--- config.mk ---
export PLATFORM = sky130hd
export DESIGN_NAME = traffic_phase_scheduler
export DESIGN_NICKNAME = d
export VERILOG_FILES = /design/src/rtl/traffic_phase_scheduler.sv
export SDC_FILE = /design/constraint.sdc
export NUM_CORES = 1
export LEC_CHECK = 0
export CORE_MARGIN = 2
export CORE_UTILIZATION = 60
export DETAILED_ROUTE_END_ITERATION = 6
export PLACE_DENSITY_LB_ADDON = 0.05
export SYNTH_ARGS = -nofsm -noshare
export SYNTH_HDL_FRONTEND = slang
export SYNTH_SLANG_ARGS = --single-unit
--- constraint.sdc ---
create_clock -name clk -period 3.6 [get_ports clk]
set_clock_uncertainty 0.15 [all_clocks]
set_input_delay 0.9 -clock clk [delete_from_list [all_inputs] [get_ports clk]]
set_output_delay 0.9 -clock clk [all_outputs]
set_load 0.01 [all_outputs]
--- src/rtl/traffic_phase_scheduler.sv ---
// Demand-driven green/yellow/all-red scheduler for two roads plus an
// optional pedestrian walk phase (enabled by defining PED_CROSSING_EN).
//
// Ports:
//   clk, rst_n         clock, async active-low reset
//   on                 enable switch, 0 forces OFF
//   req_a, req_b       vehicle demand per road
//   ped_req            pedestrian button (latched internally)
//   light_a, light_b   lamps: 100 red, 010 yellow, 001 green, 000 dark
//   walk               pedestrian walk lamp
//   ped_pending        latched, unserved pedestrian request
//   phase              current state code
module traffic_phase_scheduler #(
    parameter logic [31:0] MIN_GREEN = 32'd500_000_000,
    parameter logic [31:0] MAX_GREEN = 32'd2_000_000_000,
    parameter logic [31:0] YELLOW    = 32'd200_000_000,
    parameter logic [31:0] ALL_RED   = 32'd100_000_000,
    parameter logic [31:0] WALK      = 32'd700_000_000
) (
    input  logic       clk,
    input  logic       rst_n,
    input  logic       on,
    input  logic       req_a,
    input  logic       req_b,
    input  logic       ped_req,
    output logic [2:0] light_a,
    output logic [2:0] light_b,
    output logic       walk,
    output logic       ped_pending,
    output logic [2:0] phase
);

    typedef enum logic [2:0] {
        S_OFF      = 3'd0,
        S_A_GREEN  = 3'd1,
        S_A_YELLOW = 3'd2,
        S_AR_AB    = 3'd3,
        S_B_GREEN  = 3'd4,
        S_B_YELLOW = 3'd5,
        S_AR_BA    = 3'd6,
        S_PED_WALK = 3'd7
    } state_t;

    localparam logic [2:0] L_RED = 3'b100;
    localparam logic [2:0] L_YEL = 3'b010;
    localparam logic [2:0] L_GRN = 3'b001;
    localparam logic [2:0] L_OFF = 3'b000;

    state_t      state_q, state_d;
    logic [31:0] count_q, count_d;
    logic [2:0]  light_a_q, light_a_d;
    logic [2:0]  light_b_q, light_b_d;
    logic        walk_q, walk_d;
    logic        comp_a, comp_b;
    logic        exit_a, exit_b;
    logic        is_green;

`ifdef PED_CROSSING_EN
    logic ped_pending_q, ped_pending_d;
    // Road to resume after the walk phase: 1 = B, 0 = A.
    logic next_b_q, next_b_d;
`else
    logic ped_pending_q;
    logic unused_ped_req;
    assign ped_pending_q  = 1'b0;
    assign unused_ped_req = ped_req;
`endif

    // Competing demand for each road's green.
    assign comp_a = req_b | ped_pending_q;
    assign comp_b = req_a | ped_pending_q;

    assign exit_a = (count_q >= MIN_GREEN - 1) && comp_a &&
                    (!req_a || count_q >= MAX_GREEN - 1);
    assign exit_b = (count_q >= MIN_GREEN - 1) && comp_b &&
                    (!req_b || count_q >= MAX_GREEN - 1);

    always_comb begin
        state_d = state_q;
`ifdef PED_CROSSING_EN
        next_b_d = next_b_q;
`endif
        unique case (state_q)
            S_OFF:      state_d = S_A_GREEN;
            S_A_GREEN:  if (exit_a) state_d = S_A_YELLOW;
            S_A_YELLOW: if (count_q >= YELLOW - 1) state_d = S_AR_AB;
            S_AR_AB: begin
                if (count_q >= ALL_RED - 1) begin
                    state_d = S_B_GREEN;
`ifdef PED_CROSSING_EN
                    if (ped_pending_q) begin
                        state_d  = S_PED_WALK;
                        next_b_d = 1'b1;
                    end
`endif
                end
            end
            S_B_GREEN:  if (exit_b) state_d = S_B_YELLOW;
            S_B_YELLOW: if (count_q >= YELLOW - 1) state_d = S_AR_BA;
            S_AR_BA: begin
                if (count_q >= ALL_RED - 1) begin
                    state_d = S_A_GREEN;
`ifdef PED_CROSSING_EN
                    if (ped_pending_q) begin
                        state_d  = S_PED_WALK;
                        next_b_d = 1'b0;
                    end
`endif
                end
            end
`ifdef PED_CROSSING_EN
            S_PED_WALK: begin
                if (count_q >= WALK - 1)
                    state_d = next_b_q ? S_B_GREEN : S_A_GREEN;
            end
`endif
            default:    state_d = S_OFF;
        endcase
        if (!on) state_d = S_OFF;

        // Green count saturates so an idle green can rest forever.
        is_green = (state_q == S_A_GREEN) || (state_q == S_B_GREEN);
        if (!on || state_d != state_q)
            count_d = '0;
        else if (is_green && count_q >= MAX_GREEN - 1)
            count_d = count_q;
        else
            count_d = count_q + 32'd1;

`ifdef PED_CROSSING_EN
        ped_pending_d = ped_pending_q;
        if (ped_req && state_q != S_PED_WALK) ped_pending_d = 1'b1;
        // Clear wins over a same-edge set.
        if (state_d == S_PED_WALK && state_q != S_PED_WALK)
            ped_pending_d = 1'b0;
        if (!on) ped_pending_d = 1'b0;
`endif

        // Lamps follow the next state so they change with it.
        light_a_d = L_RED;
        light_b_d = L_RED;
        walk_d    = 1'b0;
        unique case (state_d)
            S_OFF: begin
                light_a_d = L_OFF;
                light_b_d = L_OFF;
            end
            S_A_GREEN:  light_a_d = L_GRN;
            S_A_YELLOW: light_a_d = L_YEL;
            S_B_GREEN:  light_b_d = L_GRN;
            S_B_YELLOW: light_b_d = L_YEL;
            S_PED_WALK: walk_d = 1'b1;
            default: ;
        endcase
    end

    always_ff @(posedge clk or negedge rst_n) begin
        if (!rst_n) begin
            state_q   <= S_OFF;
            count_q   <= '0;
            light_a_q <= L_OFF;
            light_b_q <= L_OFF;
            walk_q    <= 1'b0;
        end else begin
            state_q   <= state_d;
            count_q   <= count_d;
            light_a_q <= light_a_d;
            light_b_q <= light_b_d;
            walk_q    <= walk_d;
        end
    end

`ifdef PED_CROSSING_EN
    always_ff @(posedge clk or negedge rst_n) begin
        if (!rst_n) begin
            ped_pending_q <= 1'b0;
            next_b_q      <= 1'b0;
        end else begin
            ped_pending_q <= ped_pending_d;
            next_b_q      <= next_b_d;
        end
    end
`endif

    assign light_a     = light_a_q;
    assign light_b     = light_b_q;
    assign walk        = walk_q;
    assign ped_pending = ped_pending_q;
    assign phase       = state_q;

endmodule

==> results of run 1 <==
-- critical path, stage by stage (launching register included) --
cell and delay (ns):
dfrtp_1 0.41, ha_1 0.24, and3_1 0.22, a2111oi_1 0.37, a21oi_1 0.17, a41oi_2 0.27, a2111oi_1 0.09, buf_4 0.15
or4_2 0.71, buf_4 0.26, a21oi_1 0.13
-- layer usage --
layer | part of all wire (%) | vias up | track usage, %
met4 | 1.1 | 0 | 8.81
met2 | 47 | 67 | 39.0
met5 | 0 | - | 0
met3 | 5.4 | 5 | 4.31
li1 | - | 1066 | -
met1 | 46 | 1026 | 34.2
-- layout make-up --
cell class / instances / share of cell area [%]
clock buffer: 5 / 2.26
tap: 52 / 2.14
inverter: 9 / 1.11
clock inverter: 3 / 1.48
multi-input combinational: 218 / 51.9
sequential: 42 / 34.5
timing repair buffer: 21 / 6.58
-- power groups by stage --
stage	sequential, mW	clock, mW	combinational (mW)
floorplan	0.490	0	0.0360
global placement	0.488	0	0.0569
detailed placement	0.489	0	0.0576
CTS	0.479	0.385	0.0579
global route	0.480	0.404	0.0626
finish	0.479	0.379	0.0566
-- synthesized netlist by cell type, types with 2 or more instances --
library cell  number
dfrtp_1           42
xor2_1            21
nor2_4            20
nand4_1           19
nand2_1           16
nand3_1           16
nor2_1            12
a21oi_1           11
and3_1             9
inv_1              9
nor2_2             9
nor3_1             9
clkbuf_1           8
xnor2_1            7
buf_2              5
o21ai_0            5
nor4b_1            4
and2_1             3
nor3b_1            3
nor4_1             3
o31ai_1            3
or4_1              3
a2111oi_1          2
and4_1             2
buf_12             2
buf_6              2
nand4b_1           2
o21a_1             2
o21bai_1           2
o311ai_1           2
-- stage by stage --
stage / instance area (sq um) / worst slack [ns] / power (mW)
after floorplan: 2770 / 0.758 / 0.526
after global placement: 2930 / 0.421 / 0.545
after detailed placement: 2930 / 0.400 / 0.546
after CTS: 3040 / 0.357 / 0.922
after global routing: 3040 / 0.124 / 0.947
final: 3040 / 0.350 / 0.915
-- cells by family (layout without fill, tap and decap cells) --
logic type               Yosys count  in the layout  synth area share [%]
AO/OA/AOI/OAI                     46             46                  12.9
adder cells (fa/ha/maj)            1              1                 0.452
multiplexers                       1              1                 0.362
flip-flops                        42             42                  38.0
other                              1              2                 0.135
AND/OR/NAND/NOR                  140            140                  33.5
XOR/XNOR                          28             28                  8.86
buffers and inverters             27             38                  5.74
-- worst paths after layout --
path	start	endpoint	slack (ns)
max	count_q[0]$_DFFE_PN0P_	count_q[29]$_DFFE_PN0P_	0.35
min	count_q[7]$_DFFE_PN0P_	count_q[7]$_DFFE_PN0P_	0.43
max reg2reg	count_q[0]$_DFFE_PN0P_	count_q[29]$_DFFE_PN0P_	0.35
min reg2reg	count_q[7]$_DFFE_PN0P_	count_q[7]$_DFFE_PN0P_	0.43
max in group asynchronous	rst_n	light_b[1]$_DFF_PN0_	2.16
min in group asynchronous	rst_n	count_q[12]$_DFFE_PN0P_	0.58
-- state kept, by name, indices dropped and copies added (netlist names) --
name	count
walk	1
phase	3
count_q	32
light_a	3
light_b	3
==> out/qor.json, run 1 <==
{
  "timing": {
    "fin_crit_ns": 3.25,
    "worstMarginPinSlew_ns": 0.916,
    "finalSetupTns_ns": 0,
    "fmax_ghz": 0.308,
    "drv_slew": 0,
    "final_min_period_over_clock_period_pct": 90.3,
    "finalHoldViolCount": 0,
    "setup_violations": 0,
    "finalHoldWorstSlack_ns": 0.433,
    "rsz0062_at_grt": "no",
    "max-slew-margin-rel_pct": 38.9
  },
  "detailed_routing": {
    "post_drt_wl_per_cell_um": 16.7,
    "drcViolationCount": 0,
    "initialDrtViolationCount": 174,
    "drtPass1Iterations": 4,
    "route.final.wire_length_mm": 5.84,
    "antenna_left": 0,
    "detailroute.via_count": 2164,
    "vias_per_cell": 6.18
  },
  "yosys": {
    "syn-cell-area_sq_um": 2770,
    "synth_area_per_cell_sq_um": 9.68,
    "top_post_synthesis_cells_by_area": "dfrtp_1 (38%), nor2_4 (8.1%), xor2_1 (6.6%)",
    "synthCells": 286,
    "postSynth.topFlopCell": "dfrtp_1",
    "synth.lib_cells_used.distinct": 63,
    "synth_seq_area_share_pct": 38.0,
    "yosysWarningCount": 0,
    "cell_type_with_the_largest_total_area_after_synthesis": "dfrtp_1",
    "edff_count_synth": 0,
    "synth_top_cell_area_share_pct": 38.0,
    "ys_seq_elements": 42,
    "synth_async_sr_flop_share_pct": 100
  },
  "die": {
    "die_boundary_height_um": 71.9,
    "design.die.area_sq_um": 5170,
    "width_of_the_die_um": 71.9,
    "io-pin-count": 17,
    "initial_utilization_pct": 63.1,
    "floorplan.core_area_sq_um": 4380,
    "rows": 24
  },
  "critical_path": {
    "worstSetupEndpointType": "flip-flop",
    "cp_data_arrival_time_ns": 3.33,
    "critical_path_launch_point_type": "flip-flop",
    "setup.worst_path.class": "reg2reg",
    "critical_path_required_ns": 3.68,
    "worst_reg2reg_path_length_in_cells": 10,
    "critical_path.max_fanout": 11
  },
  "clocking": {
    "cts.htree.levels": 2,
    "post_cts_setup_buffers": 0,
    "ctsLongestPathBuffers": 2,
    "cts.reportedPaths.clkPinSlew_ns": 0.09,
    "cts_inserted_buffers": 5,
    "ctsResizeCount": 0,
    "clock-root-buffer": "clkbuf_8",
    "tritoncts": "yes",
    "cts.sink_count": 42,
    "clock_latency_ns": 0.30,
    "cts_hold_repair.buffers": 0
  },
  "power": {
    "share_of_power_burned_in_registers_pct": 52.4,
    "p_switching_uw": 214,
    "power_per_cell_area_nw_per_um2": 300,
    "p_comb_share_pct": 6.2,
    "cellLeakagePower_nw": 1.14,
    "internal_power_uw": 701,
    "share_clk_of_total_power_pct": 41.4,
    "power_switching_share_pct": 23.4,
    "vdd_drop_max_uv": 238
  },
  "layout": {
    "number_of_antenna_cells_inserted": 0,
    "final_cells": 350,
    "final_core_utilization_pct": 69.4,
    "nFillCells": 340,
    "seqCellArea_sq_um": 1050,
    "top_library_cells_by_usage_in_the_layout_fill_and_taps_aside": "dfrtp_1 (42), xor2_1 (21), nor2_4 (20)",
    "drive_gt1_share_pct": 19.8,
    "multi_input_comb_area_sq_um": 1580,
    "finish.net_count": 304,
    "layout_commonest_cell": "dfrtp_1",
    "area.growth.synth_to_final_pct": 9.99
  },
  "grt": {
    "gr-total-overflow": 0,
    "grt_first_pass_wirelength_mm": 9.94,
    "grt_max_degree": 43,
    "grt_pass1_vias": 2034,
    "antenna_found_initial": 0,
    "globalRouteTotalUtil_pct": 24.6
  },
  "flow_run": {
    "cap_viol_max_count": 0
  },
  "placement": {
    "weighted_congestion_at_the_end_of_routability_driven_global_placement": 0.899,
    "place.port_buffers": 14,
    "dp_hpwl_mm": 4.14,
    "placed_cells": 342
  },
  "run_status": {
    "status": "finished clean"
  },
  "min_path": {
    "timing.hold.worst_path_depth": 2,
    "hold_path_class": "reg2reg"
  }
}
Power figures use the tool's default switching activity.
==> run 2, diff against run 1 <==
clock period = 3.3 ns   (was 3.6 ns; I/O delays follow)
==> run 2 against run 1 <==
Die area unchanged. Sequential share of layout area decreased by 0.56 points. Maximum frequency increased by 2.1%. Core utilization increased by 1.1 points. Critical endpoint unchanged. Design area increased by 1.6%. Non-clock buffer count increased by 6. Power increased by 8.4%. Via count increased by 4.9%. Global-route usage increased by 0.79 points. First-iteration DRC count increased by 5.7%. Flip-flop and latch count unchanged.
==> out/qor.json, run 2 (synthesis gave the netlist of run 1 again) <==
{
  "timing": {
    "max-slew-margin-rel_pct": 39.2,
    "finalHoldWorstSlack_ns": 0.428,
    "worstMarginPinSlew_ns": 0.912,
    "drv_slew": 0,
    "finalSetupTns_ns": 0,
    "fin_crit_ns": 3.18,
    "rsz0062_at_grt": "no",
    "finalHoldViolCount": 0,
    "fmax_ghz": 0.314,
    "setup_violations": 0,
    "final_min_period_over_clock_period_pct": 96.4
  },
  "grt": {
    "antenna_found_initial": 0,
    "globalRouteTotalUtil_pct": 25.4,
    "gr-total-overflow": 0,
    "grt_first_pass_wirelength_mm": 10.3,
    "grt_max_degree": 43,
    "grt_pass1_vias": 2177
  },
  "placement": {
    "dp_hpwl_mm": 4.32,
    "weighted_congestion_at_the_end_of_routability_driven_global_placement": 0.910,
    "place.port_buffers": 14,
    "placed_cells": 348
  },
  "layout": {
    "nFillCells": 352,
    "area.growth.synth_to_final_pct": 11.8,
    "top_library_cells_by_usage_in_the_layout_fill_and_taps_aside": "dfrtp_1 (42), xor2_1 (21), nor2_4 (20)",
    "final_cells": 356,
    "drive_gt1_share_pct": 21.4,
    "largest_register_ff_count": 32,
    "max_flop_register": "count_q",
    "finish.net_count": 310,
    "layout_commonest_cell": "dfrtp_1",
    "number_of_antenna_cells_inserted": 0,
    "final_core_utilization_pct": 70.6
  },
  "critical_path": {
    "timing.critical_path.cells": "ha_1, and3_1, buf_4, a2111o_1, a41o_1, o21ai_2, a21oi_1, or4_2, buf_6, a21oi_1",
    "setup.worst_path.class": "reg2reg",
    "register_to_register_setup_slack_ns": 0.12,
    "critical_path_launch_point_type": "flip-flop",
    "critical_path.max_fanout": 13,
    "cp_data_arrival_time_ns": 3.25,
    "worst_reg2reg_path_length_in_cells": 10,
    "crit_path_max_incr_delay_ns": 0.61,
    "regToRegEndpoint": "count_q[29]$_DFFE_PN0P_",
    "critical_path_required_ns": 3.37,
    "timing.critical_path.slowest_stage_cell": "or4_2",
    "worstSetupEndpointType": "flip-flop",
    "critical_path.reg2reg.startpoint": "count_q[0]$_DFFE_PN0P_",
    "crit_path_frequent_cell": "a21oi_1"
  },
  "clocking": {
    "cts.reportedPaths.clkPinSlew_ns": 0.08,
    "cts.htree.levels": 2,
    "cts_hold_repair.buffers": 0,
    "ctsLongestPathBuffers": 2,
    "clock_latency_ns": 0.30,
    "clock-root-buffer": "clkbuf_8",
    "tritoncts": "yes",
    "cts_inserted_buffers": 5,
    "cts.sink_count": 42
  },
  "power": {
    "power_per_cell_area_nw_per_um2": 320,
    "power.total_uw": 991,
    "vdd_drop_max_uv": 219,
    "cellLeakagePower_nw": 1.17
  },
  "die": {
    "design.die.area_sq_um": 5170,
    "initial_utilization_pct": 63.1,
    "rows": 24,
    "io-pin-count": 17,
    "floorplan.core_area_sq_um": 4380,
    "width_of_the_die_um": 71.9,
    "die_boundary_height_um": 71.9
  },
  "min_path": {
    "hold_path_class": "reg2reg",
    "timing.hold.worst_path_depth": 2,
    "hp-start": "count_q[1]$_DFFE_PN0P_",
    "worst_hold_path.endpoint": "count_q[1]$_DFFE_PN0P_"
  },
  "detailed_routing": {
    "antenna_left": 0,
    "route.final.wire_length_mm": 6.02,
    "vias_per_cell": 6.37,
    "drtPass1Iterations": 5,
    "drcViolationCount": 0,
    "post_drt_wl_per_cell_um": 16.9,
    "initialDrtViolationCount": 184,
    "detailroute.via_count": 2269
  },
  "run_status": {
    "status": "finished clean"
  },
  "flow_run": {
    "cap_viol_max_count": 0
  }
}
[run 2: critical path, delay by kind of cell (launching register included)]
kind,cells,cell delay (ns)
AOI/OAI and AO/OA,5,1.06
adders and majority gates,1,0.23
buffers and inverters,2,0.40
DFF,1,0.40
and+or+nand+nor,2,0.83
[run 2: cell type report]
| type | instances | area, sq um | share of cell area [%] |
|---|---|---|---|
| multi-input cells | 218 | 1590 | 51.2 |
| flip-flops and latches | 42 | 1050 | 34.0 |
| repair buffers | 27 | 249 | 8.05 |
| clock buffers | 6 | 72.6 | 2.35 |
| well taps | 52 | 65.1 | 2.10 |
| clock inverters | 2 | 37.5 | 1.21 |
| inverters | 9 | 33.8 | 1.09 |
[run 2: metrics by stage]
stage | setup slack [ns] | area (sq um)
finish | 0.118 | 3090
global route | 0.0142 | 3090
CTS | 0.0847 | 3090
detailed placement | 0.0935 | 2980
global placement | 0.179 | 2980
floorplan | 0.458 | 2770
[run 2: power breakdown]
group | leakage, nW | internal, mW | switching (mW)
combinational | 0.537 | 0.0215 | 0.0409
clock | 0.0514 | 0.226 | 0.181
sequential | 0.579 | 0.519 | 0.00386
total | 1.17 | 0.766 | 0.226
[run 2: worst max-delay path by stage]
stage / startpoint / depth (start not counted) / to / slack (ns)
2_1_floorplan: count_q[0]$_DFFE_PN0P_ / 11 / count_q[30]$_DFFE_PN0P_ / 0.46
3_3_place_gp: count_q[0]$_DFFE_PN0P_ / 10 / count_q[29]$_DFFE_PN0P_ / 0.18
4_1_cts: count_q[0]$_DFFE_PN0P_ / 10 / count_q[29]$_DFFE_PN0P_ / 0.08
3_5_place_dp: count_q[0]$_DFFE_PN0P_ / 10 / count_q[29]$_DFFE_PN0P_ / 0.09
5_1_grt: count_q[0]$_DFFE_PN0P_ / 9 / count_q[24]$_DFFE_PN0P_ / 0.01
6_report: count_q[0]$_DFFE_PN0P_ / 10 / count_q[29]$_DFFE_PN0P_ / 0.12
[run 2: timing repair]
item | CTS | global route
buffers inserted | 0 | 0
resized for setup | 0 | 2
endpoints found under the setup margin | 0 | 12
endpoints found under the hold margin | 0 | 0
[run 2: per-layer routing]
metal | global-route usage (%) | vias to the layer above | wire length, um
met3 | 5.14 | 10 | 400
li1 | - | 1076 | -
met5 | 0 | - | 0
met4 | 10.5 | 0 | 73
met1 | 36.1 | 1101 | 2770
met2 | 38.3 | 82 | 2780
